`src/rtl/ps2_ascii_pkg.sv`:
```
// Shared scan-code constants, parser state and keymap entry types for the
// PS/2 Set-2 to ASCII translator.
package ps2_ascii_pkg;

  localparam logic [7:0] SC_EXT    = 8'hE0;
  localparam logic [7:0] SC_BRK    = 8'hF0;
  localparam logic [7:0] SC_LSHIFT = 8'h12;
  localparam logic [7:0] SC_RSHIFT = 8'h59;
  localparam logic [7:0] SC_CAPS   = 8'h58;
  localparam logic [7:0] SC_CTRL   = 8'h14;
  localparam logic [7:0] SC_ALT    = 8'h11;

  typedef enum logic [1:0] {IDLE, EXT, BRK, EXT_BRK} parse_state_e;

  typedef enum logic [1:0] {KC_NONE, KC_LETTER, KC_SYMBOL, KC_PLAIN} key_class_e;

  typedef struct packed {
    key_class_e  cls;
    logic [7:0]  base;
    logic [7:0]  shifted;
  } key_entry_t;

  // Keyboard self-test / ack / echo / resend / error bytes are not keys.
  function automatic logic is_device_response(input logic [7:0] b);
    return (b == 8'hAA) || (b == 8'hFA) || (b == 8'hEE) ||
           (b == 8'hFE) || (b == 8'h00) || (b == 8'hFF);
  endfunction

endpackage

```
`src/rtl/ps2_keymap.sv`:
```
// Combinational Set-2 make-code to ASCII lookup. Letters follow shift XOR caps,
// digits/symbols follow shift only, whitespace/control keys are never shifted.
module ps2_keymap
  import ps2_ascii_pkg::*;
(
  input  logic [7:0] scan_byte,
  input  logic       shift,
  input  logic       caps,
  output logic [7:0] ascii,
  output logic       known
);

  key_entry_t entry;

  always_comb begin
    entry = '{KC_NONE, 8'h00, 8'h00};
    case (scan_byte)
      8'h1C: entry = '{KC_LETTER, 8'h61, 8'h00};
      8'h32: entry = '{KC_LETTER, 8'h62, 8'h00};
      8'h21: entry = '{KC_LETTER, 8'h63, 8'h00};
      8'h23: entry = '{KC_LETTER, 8'h64, 8'h00};
      8'h24: entry = '{KC_LETTER, 8'h65, 8'h00};
      8'h2B: entry = '{KC_LETTER, 8'h66, 8'h00};
      8'h34: entry = '{KC_LETTER, 8'h67, 8'h00};
      8'h33: entry = '{KC_LETTER, 8'h68, 8'h00};
      8'h43: entry = '{KC_LETTER, 8'h69, 8'h00};
      8'h3B: entry = '{KC_LETTER, 8'h6A, 8'h00};
      8'h42: entry = '{KC_LETTER, 8'h6B, 8'h00};
      8'h4B: entry = '{KC_LETTER, 8'h6C, 8'h00};
      8'h3A: entry = '{KC_LETTER, 8'h6D, 8'h00};
      8'h31: entry = '{KC_LETTER, 8'h6E, 8'h00};
      8'h44: entry = '{KC_LETTER, 8'h6F, 8'h00};
      8'h4D: entry = '{KC_LETTER, 8'h70, 8'h00};
      8'h15: entry = '{KC_LETTER, 8'h71, 8'h00};
      8'h2D: entry = '{KC_LETTER, 8'h72, 8'h00};
      8'h1B: entry = '{KC_LETTER, 8'h73, 8'h00};
      8'h2C: entry = '{KC_LETTER, 8'h74, 8'h00};
      8'h3C: entry = '{KC_LETTER, 8'h75, 8'h00};
      8'h2A: entry = '{KC_LETTER, 8'h76, 8'h00};
      8'h1D: entry = '{KC_LETTER, 8'h77, 8'h00};
      8'h22: entry = '{KC_LETTER, 8'h78, 8'h00};
      8'h35: entry = '{KC_LETTER, 8'h79, 8'h00};
      8'h1A: entry = '{KC_LETTER, 8'h7A, 8'h00};
      8'h45: entry = '{KC_SYMBOL, 8'h30, 8'h29};
      8'h16: entry = '{KC_SYMBOL, 8'h31, 8'h21};
      8'h1E: entry = '{KC_SYMBOL, 8'h32, 8'h40};
      8'h26: entry = '{KC_SYMBOL, 8'h33, 8'h23};
      8'h25: entry = '{KC_SYMBOL, 8'h34, 8'h24};
      8'h2E: entry = '{KC_SYMBOL, 8'h35, 8'h25};
      8'h36: entry = '{KC_SYMBOL, 8'h36, 8'h5E};
      8'h3D: entry = '{KC_SYMBOL, 8'h37, 8'h26};
      8'h3E: entry = '{KC_SYMBOL, 8'h38, 8'h2A};
      8'h46: entry = '{KC_SYMBOL, 8'h39, 8'h28};
      8'h0E: entry = '{KC_SYMBOL, 8'h60, 8'h7E};
      8'h4E: entry = '{KC_SYMBOL, 8'h2D, 8'h5F};
      8'h55: entry = '{KC_SYMBOL, 8'h3D, 8'h2B};
      8'h54: entry = '{KC_SYMBOL, 8'h5B, 8'h7B};
      8'h5B: entry = '{KC_SYMBOL, 8'h5D, 8'h7D};
      8'h5D: entry = '{KC_SYMBOL, 8'h5C, 8'h7C};
      8'h4C: entry = '{KC_SYMBOL, 8'h3B, 8'h3A};
      8'h52: entry = '{KC_SYMBOL, 8'h27, 8'h22};
      8'h41: entry = '{KC_SYMBOL, 8'h2C, 8'h3C};
      8'h49: entry = '{KC_SYMBOL, 8'h2E, 8'h3E};
      8'h4A: entry = '{KC_SYMBOL, 8'h2F, 8'h3F};
      8'h29: entry = '{KC_PLAIN,  8'h20, 8'h00};
      8'h5A: entry = '{KC_PLAIN,  8'h0D, 8'h00};
      8'h66: entry = '{KC_PLAIN,  8'h08, 8'h00};
      8'h0D: entry = '{KC_PLAIN,  8'h09, 8'h00};
      default: entry = '{KC_NONE, 8'h00, 8'h00};
    endcase
  end

  always_comb begin
    ascii = 8'h00;
    known = 1'b0;
    case (entry.cls)
      KC_LETTER: begin
        ascii = (shift ^ caps) ? (entry.base - 8'h20) : entry.base;
        known = 1'b1;
      end
      KC_SYMBOL: begin
        ascii = shift ? entry.shifted : entry.base;
        known = 1'b1;
      end
      KC_PLAIN: begin
        ascii = entry.base;
        known = 1'b1;
      end
      default: begin
        ascii = 8'h00;
        known = 1'b0;
      end
    endcase
  end

endmodule

```
`src/rtl/ps2_ascii_translator.sv`:
```
// PS/2 Set-2 scan-code to ASCII translator: E0/F0 prefix parser, Shift tracking,
// output FIFO with ready/valid. Caps Lock support is built when PS2_CAPSLOCK_EN is defined.
module ps2_ascii_translator
  import ps2_ascii_pkg::*;
#(
  parameter int         FIFO_DEPTH   = 8,
  parameter logic [7:0] UNKNOWN_CHAR = 8'h2A
) (
  input  logic       clk,
  input  logic       reset,
  input  logic       scan_valid,
  input  logic [7:0] scan_byte,
  input  logic       ascii_ready,
  output logic       ascii_valid,
  output logic [7:0] ascii_data,
  output logic       fifo_full,
  output logic       overflow,
  output logic       shift_active,
  output logic       caps_active
);

  localparam int AW = $clog2(FIFO_DEPTH);

  parse_state_e state, state_next;
  logic         lshift, rshift, lshift_next, rshift_next;
  logic         produce;
  logic [7:0]   produce_char;
  logic [7:0]   km_ascii;
  logic         km_known;

  logic [7:0]   mem [FIFO_DEPTH];
  logic [AW:0]  wr_ptr, rd_ptr;
  logic         push, pop;

`ifdef PS2_CAPSLOCK_EN
  logic caps, caps_held, caps_next, caps_held_next;
  assign caps_active = caps;
`else
  assign caps_active = 1'b0;
`endif

  assign shift_active = lshift | rshift;

  ps2_keymap u_keymap (
    .scan_byte (scan_byte),
    .shift     (shift_active),
    .caps      (caps_active),
    .ascii     (km_ascii),
    .known     (km_known)
  );

  // Parser next-state, modifier updates and character production
  always_comb begin
    state_next   = state;
    lshift_next  = lshift;
    rshift_next  = rshift;
    produce      = 1'b0;
    produce_char = 8'h00;
`ifdef PS2_CAPSLOCK_EN
    caps_next      = caps;
    caps_held_next = caps_held;
`endif
    if (scan_valid) begin
      case (state)
        IDLE: begin
          if (scan_byte == SC_EXT) begin
            state_next = EXT;
          end else if (scan_byte == SC_BRK) begin
            state_next = BRK;
          end else begin
            case (scan_byte)
              SC_LSHIFT: lshift_next = 1'b1;
              SC_RSHIFT: rshift_next = 1'b1;
              SC_CAPS: begin
`ifdef PS2_CAPSLOCK_EN
                if (!caps_held) begin
                  caps_next      = ~caps;
                  caps_held_next = 1'b1;
                end else begin
                  caps_next      = caps;
                end
`endif
              end
              SC_CTRL, SC_ALT: begin
              end
              default: begin
                if (is_device_response(scan_byte)) begin
                  produce = 1'b0;
                end else begin
                  produce      = 1'b1;
                  produce_char = km_known ? km_ascii : UNKNOWN_CHAR;
                end
              end
            endcase
          end
        end
        EXT: begin
          if (scan_byte == SC_BRK) begin
            state_next = EXT_BRK;
          end else begin
            state_next = IDLE;
            if (scan_byte == 8'h5A) begin
              produce      = 1'b1;
              produce_char = 8'h0D;
            end else if (scan_byte == 8'h4A) begin
              produce      = 1'b1;
              produce_char = 8'h2F;
            end else begin
              produce = 1'b0;
            end
          end
        end
        BRK: begin
          state_next = IDLE;
          case (scan_byte)
            SC_LSHIFT: lshift_next = 1'b0;
            SC_RSHIFT: rshift_next = 1'b0;
`ifdef PS2_CAPSLOCK_EN
            SC_CAPS:   caps_held_next = 1'b0;
`endif
            default: begin
            end
          endcase
        end
        EXT_BRK: state_next = IDLE;
        default: state_next = IDLE;
      endcase
    end else begin
      state_next = state;
    end
  end

  assign ascii_valid = (wr_ptr != rd_ptr);
  assign fifo_full   = (wr_ptr[AW] != rd_ptr[AW]) && (wr_ptr[AW-1:0] == rd_ptr[AW-1:0]);
  assign ascii_data  = ascii_valid ? mem[rd_ptr[AW-1:0]] : 8'h00;
  assign pop         = ascii_valid & ascii_ready;
  assign push        = produce & (~fifo_full | pop);

  // Parser state, modifiers, FIFO pointers and overflow pulse
  always_ff @(posedge clk) begin
    if (reset) begin
      state    <= IDLE;
      lshift   <= 1'b0;
      rshift   <= 1'b0;
      wr_ptr   <= '0;
      rd_ptr   <= '0;
      overflow <= 1'b0;
`ifdef PS2_CAPSLOCK_EN
      caps      <= 1'b0;
      caps_held <= 1'b0;
`endif
    end else begin
      state    <= state_next;
      lshift   <= lshift_next;
      rshift   <= rshift_next;
      overflow <= produce & fifo_full & ~pop;
`ifdef PS2_CAPSLOCK_EN
      caps      <= caps_next;
      caps_held <= caps_held_next;
`endif
      if (push) begin
        wr_ptr <= wr_ptr + {{AW{1'b0}}, 1'b1};
      end
      if (pop) begin
        rd_ptr <= rd_ptr + {{AW{1'b0}}, 1'b1};
      end
    end
  end

  // FIFO storage; contents are qualified by the pointers so no reset is needed
  always_ff @(posedge clk) begin
    if (push) begin
      mem[wr_ptr[AW-1:0]] <= produce_char;
    end
  end

endmodule
```
`config.mk`:
```
export PLATFORM = sky130hd
export DESIGN_NAME = ps2_ascii_translator
export DESIGN_NICKNAME = d
export VERILOG_FILES = /design/src/rtl/ps2_ascii_pkg.sv /design/src/rtl/ps2_keymap.sv /design/src/rtl/ps2_ascii_translator.sv
export SDC_FILE = /design/constraint.sdc
export NUM_CORES = 1
export LEC_CHECK = 0
export CAP_MARGIN = 10
export CORE_MARGIN = 2
export CORE_UTILIZATION = 55
export CTS_CLUSTER_DIAMETER = 50
export DETAILED_ROUTE_END_ITERATION = 16
export PLACE_DENSITY = 0.84
export RECOVER_POWER = 50
export REMOVE_ABC_BUFFERS = 1
export SETUP_SLACK_MARGIN = 0.05
export SLEW_MARGIN = 10
export SYNTH_ARGS = -nofsm -noshare
export SYNTH_HDL_FRONTEND = slang
export SYNTH_SLANG_ARGS = --single-unit
```
`constraint.sdc`:
```
create_clock -name clk -period 5.4 [get_ports clk]
set_input_delay 0.54 -clock clk [delete_from_list [all_inputs] [get_ports clk]]
set_output_delay 0.54 -clock clk [all_outputs]
set_load 0.02 [all_outputs]
```
# == Word-level counts from Yosys, hierarchy flattened ==
# Memories as Yosys holds them, arrays and structs flattened. A register that Yosys moved wholly into a read port is not among the register bits.
# Cells that the tools add are included.
# classes
muxes,43
n_eq_ne,30
n_reduce_logical,15
n_shift,0
div,0
bitwise,8
n_lt_le_gt_ge,0
n_mul,0
addsub,3
# op_table
cell,n
8-bit 2-to-1 mux,9
"8-bit == test, second input constant",7
"8-bit by 7-bit == test with 1-bit output, second input constant",4
"8-bit by 5-bit == test with 1-bit output, second input constant",3
8-bit one-hot mux with 3 select lines,1
1-bit 2-to-1 mux,19
18-bit 2-to-1 mux,1
6-bit 2-to-1 mux,3
8-bit one-hot mux with 2 select lines,1
6-bit AND reduction,2
"2-bit inequality test, second input constant",5
"4-bit by 1-bit adder with 4-bit output, second input constant",2
"2-bit == test, second input constant",4
8-bit logical NOT,1
"8-bit by 6-bit subtractor with 8-bit output, second input constant",1
2-bit 2-to-1 mux,3
3-bit 2-to-1 mux,2
1-bit one-hot mux with 2 select lines,3
2-bit one-hot mux with 3 select lines,1
1-bit logical OR,5
5-bit OR reduction,1
1-bit AND,4
"2-bit by 1-bit == test with 1-bit output, second input constant",2
4-bit inequality test,1
12 further kinds,14
# totals
in_bits,12
ff_bits,13
latchBits,0
mem_bits_ro,2048
ram_bits,64
out_inout_bits,13
elab_cells,107
mem_count,2
# memory_table
name,words,width,read_ports,rd_ports_with_merged_regs,write_ports,line,rtl
(no name shown),128,16,1,0,0,ps2_keymap.sv:17,case (scan_byte)
mem,8,8,1,1,1,ps2_ascii_translator.sv:31,logic [7:0] mem [FIFO_DEPTH];

# == Logic depth before layout (Yosys ltp) ==
# logic_depth
word_depth,15
mapped_depth,12
ltp_nobuf,10

# == Hierarchy ==
# Synthesis repeated with hierarchy kept, for this count alone.
# hier_totals
hier_cells,538
hier_area_um2,5532.8
# by_module_without_submodules
module,n_inst,seq_area_each_um2,cells_per_inst,area_each_um2
ps2_ascii_translator,1,2242.2,247,3626.0
ps2_keymap,1,0.0,291,1906.8

# == Worst setup path before layout ==
# Ideal clock, no wire load.
# synth_timing
path_type,input port to flip-flop
start,input scan_byte[1]
end,"memory mem[0][0], enable pin"
setup_slack_ns,1.939
path_buffers,3
path_stages,11
setup_time_ns,0.395
t_arrival_ns,3.066
t_required_ns,5.005
path_cell_list,buf_2 inv_1 ha_1 clkbuf_1 o21ai_0 o32ai_1 a2111oi_2 a21boi_1 nand2b_1 buf_2 nor4_1
# synth_via
elab_chain_cells,15
word_cells_on_any_way,33
cone_classes,14 x eq/ne; 11 x mux; 1 x bitwise; 7 x reduce/logical
# synth_rtl
element,line,rtl
"start, declared",ps2_ascii_translator.sv:12,"input logic [7:0] scan_byte,"
8-bit == test,ps2_ascii_pkg.sv:25,return (b == 8'hAA) || (b == 8'hFA) || (b == 8'hEE) ||
1-bit logical OR (3 in a row),ps2_ascii_pkg.sv:25,
1-bit logical OR (2 in a row),ps2_ascii_pkg.sv:26,(b == 8'hFE) || (b == 8'h00) || (b == 8'hFF);
1-bit 2-to-1 mux,ps2_ascii_translator.sv:87,if (is_device_response(scan_byte)) begin
1-bit 2-to-1 mux,ps2_ascii_translator.sv:71,case (scan_byte)
1-bit 2-to-1 mux,ps2_ascii_translator.sv:68,end else if (scan_byte == SC_BRK) begin
1-bit 2-to-1 mux,ps2_ascii_translator.sv:66,if (scan_byte == SC_EXT) begin
1-bit one-hot mux with 2 select lines (*),ps2_ascii_translator.sv:64,case (state)
1-bit 2-to-1 mux (*),ps2_ascii_translator.sv:63,if (scan_valid) begin
1-bit AND (*),ps2_ascii_translator.sv:137,assign push = produce & (~fifo_full | pop);
1-bit 2-to-1 mux (*),ps2_ascii_translator.sv:172,if (push) begin
1-bit 2-to-1 mux (implied by the code) (*),ps2_ascii_translator.sv:173,mem[wr_ptr[AW-1:0]] <= produce_char;
"end, declared",ps2_ascii_translator.sv:31,
# Every way passes the cells marked *; elsewhere a longest branch is shown, timed or not.

# == Worst setup path in the final report ==
# layout_timing
start,input scan_byte[1]
end,"memory mem[0][5], enable pin"
# Same word-level chain as after synthesis.

==> impl_metrics.yaml <==
worst_setup_path:
  critPathLaunchType: "input port"
  cp_data_arrival_time_ns: 4.49
  path_max_fanout: 13
  slowest_delay_ns: 0.80
  cp.depth: 10
  cp_top_family: "buffers and inverters"
  endpoint_kind: "register"
  crit_buf_inv: 3
  r2r_cells: 7
  worst_ep_required_time_ns: 5.38
  cp_slowest_cell: "dlygate4sd3_1"
  path_class: "input port to register"
  path_cells: "dlygate4sd3_1, inv_1, ha_1, o21ai_0, o32ai_1, a2111oi_0, a21boi_0, nand2b_1, nor4_1, clkbuf_1"
placement:
  placed_cell_area_mm2: 0.00537
  hpwl_um: 9500
  placedCellCount: 602
  place.gp.congestion: 0.998
  numPortBuffers: 23
pwr:
  p_leak_nw: 1.92
  internal-power_w: 0.00112
  ir_worst_vdd_mv: 0.127
  pwr-share-comb: 0.239
  clkPwrFrac: 0.302
  p_sw_frac: 0.292
  p_seq_frac: 0.459
  p_switching_w: 0.000462
  powerDensity_mw_per_mm2: 285
timing:
  fmax_mhz: 222
  hold_violations: 0
  relSlewSlack: -0.225
  min_period_ns: 4.51
  fin_tns_setup_ns: 0
  final-setup-viol-count: 0
  worst_pin_slew_ns: 1.81
  finalClockSkew_ns: 0.00652
  report.final.slew_viol_count: 11
  fin_crit_sh: 0.836
  grt_setup_unrepaired: "false"
  hold_slack_ns: 0.498
hold_path:
  hold_depth: 2
  hp-class: "register to register"
cts:
  cts_sinks: 80
  insertion_delay_ns: 0.34
  cts.clk_slew.worst_paths_ns: 0.08
  cts_made_buffers: 9
  cts_setup_buffers: 0
  ctsHoldBuffers: 0
  cts_tree: "done"
  cts_resized: 0
  htreeDepth: 3
  clockRootBuffer: "clkbuf_8"
  cts_buffer_depth: 2
layout:
  final_area_mm2: 0.00555
  final_common_cell: "edfxtp_1"
  final_cells: 618
  final_cell_mix: "edfxtp_1 (64), nor2_1 (47), nand2_1 (36)"
  fin_nets: 525
  num_antenna_cells: 0
  areaGrowthSynthToFinish_pct: 8.38
  drive_above_1_share: 0.101
global_route:
  grt_max_degree: 59
  grt_pass1_vias: 3988
  grt.total_usage: 0.275
  overflow: 0
  grt_pass1_wl_um: 21000
  grt_antenna_before_repair: 0
logic_synthesis:
  synth_edf_count: 64
  synth_seq_cells: 80
  post_synth.cell_area_avg_um2: 10.3
  ys_async_sr_fraction: 0
  yosysUniqueCellTypes: 81
  netlist_area_mm2: 0.00512
  synthCells: 496
  seq_area_frac_synth: 0.438
  synth-main-ff-cell: "edfxtp_1"
  yosysWarningCount: 0
routing:
  vias: 4199
  wirelength_um: 13800
  drt_pass1_iterations: 5
  via_per_inst: 6.79
  drt_iter0_markers: 372
  route.detailed.drc: 0
  ant_nets: 0
  avgRoutedWirePerCell_um: 22.3
status:
  outcome: "complete, but fails checks"
  violations: "capacitance limit, slew limit"
floorplanning:
  die_h_um: 100
  io_pins: 25
  core_mm2: 0.00915
  die_area_mm2: 0.0101
  die_x_um: 100
  start_util: 0.559
  rows: 35
job:
  cap_violations: 1
==> state kept, by name, summed over array words and instances (netlist names), named ones only <==
name,cells
mem,64
overflow,1
rd_ptr,4
lshift,1
rshift,1
wr_ptr,4
state,2
==> worst paths after layout <==
path                                       startpoint               endpoint  slack [ns]
worst max-delay path                     scan_byte[1]    mem[0][5]$_DFFE_PP_        0.89
worst min-delay path            state[0]$_SDFFE_PP0P_  state[0]$_SDFFE_PP0P_        0.50
worst max register to register  state[0]$_SDFFE_PP0P_    mem[0][5]$_DFFE_PP_        2.39
worst min register to register  state[0]$_SDFFE_PP0P_  state[0]$_SDFFE_PP0P_        0.50
==> synthesized netlist by cell type, types with 3 or more instances <==
cell,number,area [um^2]
a32o_1,3,30.0
buf_6,4,45.0
mux2i_1,14,140
inv_1,14,52.6
o21ai_0,22,110
mux4_2,16,360
a22oi_1,4,30.0
nor3_1,11,55.1
clkbuf_1,13,48.8
nor4_1,5,31.3
o21ai_1,4,20.0
ha_1,11,138
a2111oi_0,3,26.3
nand2_1,36,135
nor2_1,47,176
o22ai_1,4,25.0
a211oi_1,6,45.0
a31oi_1,14,87.6
nand2b_1,18,113
edfxtp_1,64,1920
buf_1,4,15.0
buf_2,15,75.1
xnor2_1,3,26.3
buf_4,6,45.0
or3_1,3,18.8
o221ai_1,3,26.3
a21oi_1,23,115
dfxtp_1,16,320
a21o_1,3,22.5
o31ai_1,5,37.5
nand3_1,11,55.1
nor2b_1,14,87.6
nand4_1,6,37.5
xor2_1,7,61.3
==> power by group through the flow <==
stage | clock network, W | registers (W) | logic [W]
floorplan | 0 | 0.000729 | 0.000240
global placement | 0 | 0.000738 | 0.000381
detailed placement | 0 | 0.000740 | 0.000384
CTS | 0.000484 | 0.000726 | 0.000385
global route | 0.000509 | 0.000732 | 0.000402
finish | 0.000478 | 0.000725 | 0.000377
==> metrics by stage <==
step,total power [W],worst slack [ns],utilization
after floorplan,0.000970,2.09,-
after CTS,0.00160,1.15,0.611
after global placement,0.00112,1.13,0.587
final,0.00158,0.887,0.606
after global routing,0.00164,0.742,0.606
after detailed placement,0.00112,0.932,0.587
==> routing by layer <==
metal  GRT usage  vias to the layer above  share of wire  routed length, um
li1            -                     1906              -                  -
met1       0.344                     2027           0.40               5510
met2       0.471                      222           0.49               6810
met3      0.0409                       44          0.067                920
met4       0.126                        0          0.038                528
met5           0                        -              0                  0
==> kinds of logic (layout without fill, tap and decap cells) <==
family          Yosys count  count (layout)  synth area share
other cells               1               1          0.000733
buf+inv                  58              69            0.0565
fa+ha+maj                11              11            0.0269
xor+xnor                 10              10            0.0171
mux                      32              32             0.102
compound gates          133             133             0.184
flops                    80              80             0.438
simple gates            171             171             0.174
==> final cells by class <==
cell class	instances	area [um^2]
repair buffers	37	313
inverters	16	60.1
flip-flops and latches	80	2240
clock inverters	3	45.0
multi-input cells	358	2570
fillers	756	3600
well taps	111	139
clock buffers	13	180
==> tightest hold or removal path, stage by stage (launching register included) <==
cell	delay, ns
dfxtp_1	0.34
nand2_1	0.06
a21oi_1	0.05
No activity file was read; power rests on OpenSTA's default activity.
